$ cat config.mk
export PLATFORM = sky130hd
export DESIGN_NAME = m2_block_mover
export DESIGN_NICKNAME = d
export VERILOG_FILES = /design/src/rtl/m2_pkg.sv /design/src/rtl/m2_addr_gen.sv /design/src/rtl/m2_block_mover.sv
export SDC_FILE = /design/constraint.sdc
export NUM_CORES = 1
export LEC_CHECK = 0
export BUFFER_PORTS_ARGS = -buffer_cell sky130_fd_sc_hd__buf_2
export CAP_MARGIN = 20
export CORE_UTILIZATION = 60
export DETAILED_ROUTE_END_ITERATION = 8
export GPL_TIMING_DRIVEN = 0
export PLACE_DENSITY = 0.95
export SYNTH_ARGS = -nofsm -noshare
export SYNTH_HDL_FRONTEND = slang
export SYNTH_SLANG_ARGS = --single-unit
$ cat constraint.sdc
create_clock -name Clock_i -period 6.8 [get_ports Clock_i]
set_clock_uncertainty 0.15 [all_clocks]
set_input_delay 0.68 -clock Clock_i [delete_from_list [all_inputs] [get_ports Clock_i]]
set_output_delay 0.68 -clock Clock_i [all_outputs]
set_load 0.01 [all_outputs]
$ cat src/rtl/m2_pkg.sv
// m2_pkg: shared states, plane encoding and frame geometry for the IDCT block mover.
package m2_pkg;

   typedef enum logic [2:0] {
      S_IDLE,
      S_FETCH,
      S_FETCH_DRAIN,
      S_IDCT_START,
      S_WAIT_IDCT,
      S_WRITE,
      S_WRITE_DRAIN,
      S_NEXT
   } m2_block_mover_state_type;

   typedef enum logic [1:0] {PLANE_Y, PLANE_U, PLANE_V} m2_plane_type;

   localparam logic [17:0] PRE_IDCT_BASE = 18'd76800;
   localparam logic [17:0] U_COEF_OFS    = 18'd76800;
   localparam logic [17:0] V_COEF_OFS    = 18'd115200;
   localparam logic [17:0] Y_BASE        = 18'd0;
   localparam logic [17:0] U_BASE        = 18'd38400;
   localparam logic [17:0] V_BASE        = 18'd57600;
   localparam logic [17:0] Y_WIDTH       = 18'd320;
   localparam logic [17:0] UV_WIDTH      = 18'd160;
   localparam int unsigned BLOCK_ROWS    = 30;
   localparam logic [5:0]  Y_BLOCK_COLS  = 6'd40;
   localparam logic [5:0]  UV_BLOCK_COLS = 6'd20;

   function automatic logic [17:0] coef_base(m2_plane_type p);
      return p == PLANE_Y ? PRE_IDCT_BASE : p == PLANE_U ? PRE_IDCT_BASE + U_COEF_OFS : PRE_IDCT_BASE + V_COEF_OFS;
   endfunction

   function automatic logic [17:0] out_base(m2_plane_type p);
      return p == PLANE_Y ? Y_BASE : p == PLANE_U ? U_BASE : V_BASE;
   endfunction

   function automatic logic [17:0] plane_width(m2_plane_type p);
      return p == PLANE_Y ? Y_WIDTH : UV_WIDTH;
   endfunction

   function automatic logic [5:0] plane_cols(m2_plane_type p);
      return p == PLANE_Y ? Y_BLOCK_COLS : UV_BLOCK_COLS;
   endfunction

endpackage

$ cat src/rtl/m2_addr_gen.sv
// m2_addr_gen: block position counters and shift/add address generation for fetch and write-back.
module m2_addr_gen
   import m2_pkg::*;
#(
   parameter int unsigned ROWS = BLOCK_ROWS
) (
   input  logic        Clock_i,
   input  logic        Reset_i,
   input  logic        step_col_i,
   input  logic        step_row_i,
   input  logic        rewind_i,
   input  logic        next_block_i,
   output logic [17:0] fetch_addr_o,
   output logic [17:0] write_addr_o,
   output logic        last_block_o
);

   m2_plane_type plane_q, plane_d;
   logic [4:0]   brow_q, brow_d;
   logic [5:0]   bcol_q, bcol_d;
   logic [2:0]   col_q, col_d;
   logic [17:0]  brow_base_q, brow_base_d, rs_q, rs_d, w;
   logic         last_col, last_row;

   always_ff @(posedge Clock_i or posedge Reset_i) begin
      if (Reset_i) begin
         plane_q     <= PLANE_Y;
         brow_q      <= '0;
         bcol_q      <= '0;
         col_q       <= '0;
         brow_base_q <= '0;
         rs_q        <= '0;
      end else begin
         plane_q     <= plane_d;
         brow_q      <= brow_d;
         bcol_q      <= bcol_d;
         col_q       <= col_d;
         brow_base_q <= brow_base_d;
         rs_q        <= rs_d;
      end
   end

   // brow_base is the block-row origin in coefficient units; halving it gives the output-word origin
   always_comb begin
      w           = plane_width(plane_q);
      last_col    = bcol_q == plane_cols(plane_q) - 6'd1;
      last_row    = brow_q == 5'(ROWS - 1);
      plane_d     = plane_q;
      brow_d      = brow_q;
      bcol_d      = bcol_q;
      brow_base_d = brow_base_q;
      rs_d        = rs_q;
      col_d       = col_q;
      if (next_block_i) begin
         rs_d   = '0;
         col_d  = '0;
         bcol_d = last_col ? '0 : bcol_q + 6'd1;
         if (last_col) begin
            brow_d      = last_row ? '0 : brow_q + 5'd1;
            brow_base_d = last_row ? '0 : brow_base_q + (w << 3);
            if (last_row) plane_d = plane_q == PLANE_Y ? PLANE_U : plane_q == PLANE_U ? PLANE_V : PLANE_Y;
         end
      end else if (rewind_i) begin
         rs_d  = '0;
         col_d = '0;
      end else if (step_row_i) begin
         rs_d  = rs_q + w;
         col_d = '0;
      end else if (step_col_i) begin
         col_d = col_q + 3'd1;
      end
   end

   assign last_block_o = plane_q == PLANE_V && last_row && last_col;
   assign fetch_addr_o = coef_base(plane_q) + brow_base_q + {9'd0, bcol_q, 3'd0} + rs_q + {15'd0, col_q};
   assign write_addr_o = out_base(plane_q) + {1'b0, brow_base_q[17:1]} + {10'd0, bcol_q, 2'd0}
                       + {1'b0, rs_q[17:1]} + {15'd0, col_q};

endmodule

$ cat src/rtl/m2_block_mover.sv
// m2_block_mover: walks Y/U/V 8x8 blocks, fetching coefficients for the IDCT core and
// writing the packed sample words back to SRAM.
module m2_block_mover
   import m2_pkg::*;
#(
   parameter int unsigned ROWS = BLOCK_ROWS
) (
   input  logic        Clock_i,
   input  logic        Reset_i,
   input  logic        Enable_i,
   output logic        Busy_o,
   output logic        Done_o,
   output logic [17:0] SRAM_address_o,
   input  logic [15:0] SRAM_read_data_i,
   output logic [15:0] SRAM_write_data_o,
   output logic        SRAM_we_n_o,
   output logic [5:0]  C_wr_address_o,
   output logic [15:0] C_wr_data_o,
   output logic        C_wr_en_o,
   output logic        Idct_start_o,
   input  logic        Idct_done_i,
   output logic [4:0]  S_rd_address_o,
   input  logic [15:0] S_rd_data_i
);

   m2_block_mover_state_type state_q, state_d;
   logic [5:0]  cnt_q, cnt_d, a1_q, a2_q;
   logic        v1_q, v2_q, wv_q;
   logic [1:0]  wi_q;
   logic        fetch, step_row, step_col, last_block;
   logic [17:0] fetch_addr, write_addr;

   m2_addr_gen #(.ROWS(ROWS)) u_addr_gen (
      .Clock_i      (Clock_i),
      .Reset_i      (Reset_i),
      .step_col_i   (step_col),
      .step_row_i   (step_row),
      .rewind_i     (state_q == S_IDCT_START),
      .next_block_i (state_q == S_NEXT),
      .fetch_addr_o (fetch_addr),
      .write_addr_o (write_addr),
      .last_block_o (last_block)
   );

   // v1/v2 and a1/a2 carry each read index across the two-cycle SRAM latency;
   // wv/wi carry each sample index across the one-cycle sample buffer latency
   always_ff @(posedge Clock_i or posedge Reset_i) begin
      if (Reset_i) begin
         state_q <= S_IDLE;
         cnt_q   <= '0;
         v1_q    <= 1'b0;
         v2_q    <= 1'b0;
         a1_q    <= '0;
         a2_q    <= '0;
         wv_q    <= 1'b0;
         wi_q    <= '0;
      end else begin
         state_q <= state_d;
         cnt_q   <= cnt_d;
         v1_q    <= state_q == S_FETCH;
         v2_q    <= v1_q;
         a1_q    <= cnt_q;
         a2_q    <= a1_q;
         wv_q    <= state_q == S_WRITE;
         wi_q    <= cnt_q[1:0];
      end
   end

   always_comb begin
      state_d = state_q;
      cnt_d   = '0;
      case (state_q)
         S_IDLE:        if (Enable_i) state_d = S_FETCH;
         S_FETCH: begin
            cnt_d = cnt_q + 6'd1;
            if (cnt_q == 6'd63) state_d = S_FETCH_DRAIN;
         end
         S_FETCH_DRAIN: begin
            cnt_d = cnt_q == 6'd1 ? 6'd0 : cnt_q + 6'd1;
            if (cnt_q == 6'd1) state_d = S_IDCT_START;
         end
         S_IDCT_START:  state_d = S_WAIT_IDCT;
         S_WAIT_IDCT:   if (Idct_done_i) state_d = S_WRITE;
         S_WRITE: begin
            cnt_d = cnt_q == 6'd31 ? 6'd0 : cnt_q + 6'd1;
            if (cnt_q == 6'd31) state_d = S_WRITE_DRAIN;
         end
         S_WRITE_DRAIN: state_d = S_NEXT;
         S_NEXT:        state_d = last_block ? S_IDLE : S_FETCH;
         default:       state_d = S_IDLE;
      endcase
   end

   assign fetch    = state_q == S_FETCH;
   assign step_row = fetch ? cnt_q[2:0] == 3'd7 : wv_q && wi_q == 2'd3;
   assign step_col = (fetch || wv_q) && !step_row;

   assign Busy_o            = state_q != S_IDLE;
   assign Done_o            = state_q == S_NEXT && last_block;
   assign SRAM_address_o    = fetch ? fetch_addr : wv_q ? write_addr : '0;
   assign SRAM_we_n_o       = !wv_q;
   assign SRAM_write_data_o = wv_q ? S_rd_data_i : '0;
   assign C_wr_en_o         = v2_q;
   assign C_wr_address_o    = v2_q ? a2_q : '0;
   assign C_wr_data_o       = v2_q ? SRAM_read_data_i : '0;
   assign Idct_start_o      = state_q == S_IDCT_START;
   assign S_rd_address_o    = state_q == S_WRITE ? cnt_q[4:0] : '0;

endmodule
==> metrics.txt <==
Cell Area, Synth around 5700 sq um; I/O pin count just over 100; NumNets Final between 800 and 900; GR Util All Layers 0.307; status finished clean; Slew @ Worst Pin around 740 ps; CTS Hold Bufs 0; # clock sinks 63; final worst path period share 0.735; final WL approximately 15000 um; root buf cell clkbuf_8; H-tree Lvls 3; Worst VDD drop between 0.0001 and 0.00015 V; Initial Util 0.617; CTS tree yes; fillers 640; post-cts resize count 0; synth unique cells 70; TritonCTS buffer count 9; Inst Count DP ~900; post-DP HPWL approximately 11000 um; Final TNS setup 0 ps; CTS max path bufs 2; CP Launch Type flop; asr flop ratio synth 1.00; CP max FO 10; vias in the first global route between 5000 and 6000; Fin Hold WS ~210 ps; crit path kind reg -> out; layout cells sized above 1 0.188; # setup viols final 0; Max-cap violations 0; Yosys reg bits 63; CTS clk-pin slew, worst paths 70 ps; commonest cells after routing, fill and taps aside buf_2 (105), dfrtp_1 (63), ha_1 (60); number of DRC violations after detailed routing 0; Period minus WS final approximately 5000 ps; data required time at the worst endpoint 5970 ps; PortBufs a little over 100; largest net degree at the start of global routing 36; Synth Flop Type dfrtp_1; Avg Vias per Cell between 6 and 7; EDFF count, synth 0; DR WL/cell around 16 um; commonest non-fill, non-tap cell in the layout buf_2; Crit path arrival time between 4000 and 5000 ps; Synth Warn # 0; Final Hold Violating Endpoints 0; DIE AREA 9890 sq um; antenna cells 0; die height just under 100 um; post-synthesis sequential area ratio 0.277; syn avg cell area around 8.7 sq um; Slew headroom 0.508; Post-CTS Setup Bufs 0; die width slightly below 100 um; first-pass GRT wire length 24100 um; top achievable clock speed ~0.20 GHz; antenna violations before repair 0; hold crit path type reg -> reg; Pre-antenna DRT Iters 5; Core ar. a little over 9000 sq um; worst-skew pair later-pin latency about 350 ps; Layout Cells excl Fill 909; # rows 35; DR vias around 5500; Gate Count Post-Synth about 660; reg2reg setup slack approximately 4100 ps; unrepaired setup endpoints after global routing no; Pwr Density between 100 and 150 nW/um^2; starting DRC count in detailed routing 360; Final Max Slew Viols 0; crit end category output port; Leakage approximately 0.0033 uW; grt total ovfl 0; Routability Congestion 0.884; Layout area overhead 15.6%; DRT antenna net count 0
## flip-flops by register name, indices dropped and copies added, names as in the netlist, 3 cells and up
signal / cells
a1_q: 5
a2_q: 6
cnt_q: 6
state_q: 3
u_addr_gen.bcol_q: 6
u_addr_gen.brow_base_q: 10
u_addr_gen.brow_q: 5
u_addr_gen.col_q: 3
u_addr_gen.rs_q: 13
## layer usage
metal  GRT usage  up-vias  wire [um]
met5           0        -          0
met4       0.106        0        350
met3      0.0590       46        957
met2       0.553      259       7780
met1       0.366     2609       5810
li1            -     2545          -
## worst max-delay path: stages (launching register included)
cell      delay [ps]
dfrtp_1          450
clkbuf_1         470
nand2b_1         320
fa_1             460
inv_1             70
ha_1             240
ha_1             370
a21oi_1          210
o21ai_0          200
or3_1            390
o22ai_1          190
xnor2_1           90
a32o_1           220
buf_2            140
## logic make-up (layout without fill, tap and decap cells)
kind of cell	count (synthesis)	after routing	synth area share
multiplexers	8	8	0.0171
AO/OA/AOI/OAI	158	158	0.177
AND/OR/NAND/NOR	235	235	0.218
adder cells (fa/ha/maj)	77	77	0.191
flip-flops	63	63	0.277
buffers and inverters	70	188	0.0529
other	2	8	0.00132
XOR/XNOR	43	43	0.0661
## cell type report
| cell class | count | area (sq um) | share of cell area |
|---|---|---|---|
| multi-input combinational | 529 | 3840 | 0.583 |
| tap | 129 | 161 | 0.0245 |
| inverter | 50 | 189 | 0.0287 |
| buffer | 20 | 113 | 0.0171 |
| clock buffer | 10 | 138 | 0.0209 |
| timing repair buffer | 102 | 526 | 0.0797 |
| sequential | 63 | 1580 | 0.239 |
| clock inverter | 6 | 45.0 | 0.00683 |
## worst paths after layout
kind | depth (start not counted) | startpoint | to
max | 13 | u_addr_gen.plane_q[1] | SRAM_address_o[17]
min | 0 | a1_q[2] | a2_q[2]
max reg2reg | 11 | u_addr_gen.plane_q[0] | u_addr_gen.brow_base_q[16]
min reg2reg | 0 | a1_q[2] | a2_q[2]
max in group asynchronous | 3 | Reset_i | u_addr_gen.brow_base_q[16]
min in group asynchronous | 2 | Reset_i | a1_q[5]
## where the power goes
group	switching (uW)	internal (uW)
clock	158	143
sequential	0	374
combinational	20.9	18.0
## Yosys cell counts (6+ instances only)
library cell / number / area share
a21o_1: 9 / 0.012
a21oi_1: 29 / 0.025
a31oi_1: 12 / 0.013
and2_1: 47 / 0.052
and3_1: 6 / 0.0066
clkbuf_1: 12 / 0.0079
dfrtp_1: 63 / 0.28
fa_1: 17 / 0.060
ha_1: 60 / 0.13
inv_1: 48 / 0.032
nand2_1: 42 / 0.028
nand3_1: 23 / 0.020
nand4_1: 11 / 0.012
nor2_1: 52 / 0.034
nor2b_1: 9 / 0.0099
nor3_1: 7 / 0.0061
o211ai_1: 8 / 0.011
o21a_1: 6 / 0.0079
o21ai_0: 43 / 0.038
o22ai_1: 12 / 0.013
o31ai_1: 7 / 0.0092
or3_1: 8 / 0.0088
xnor2_1: 24 / 0.037
xor2_1: 19 / 0.029
## metrics by stage
stage | setup slack, ps | total power [uW] | area [sq um] | utilization
2_1_floorplan | 2830 | 401 | 5720 | -
3_3_place_gp | 2330 | 418 | 6390 | 0.692
3_5_place_dp | 2250 | 421 | 6410 | 0.694
4_1_cts | 1860 | 712 | 6590 | 0.713
5_1_grt | 1600 | 736 | 6590 | 0.713
6_report | 1800 | 715 | 6590 | 0.713
No activity file was read; power rests on OpenSTA's default activity.
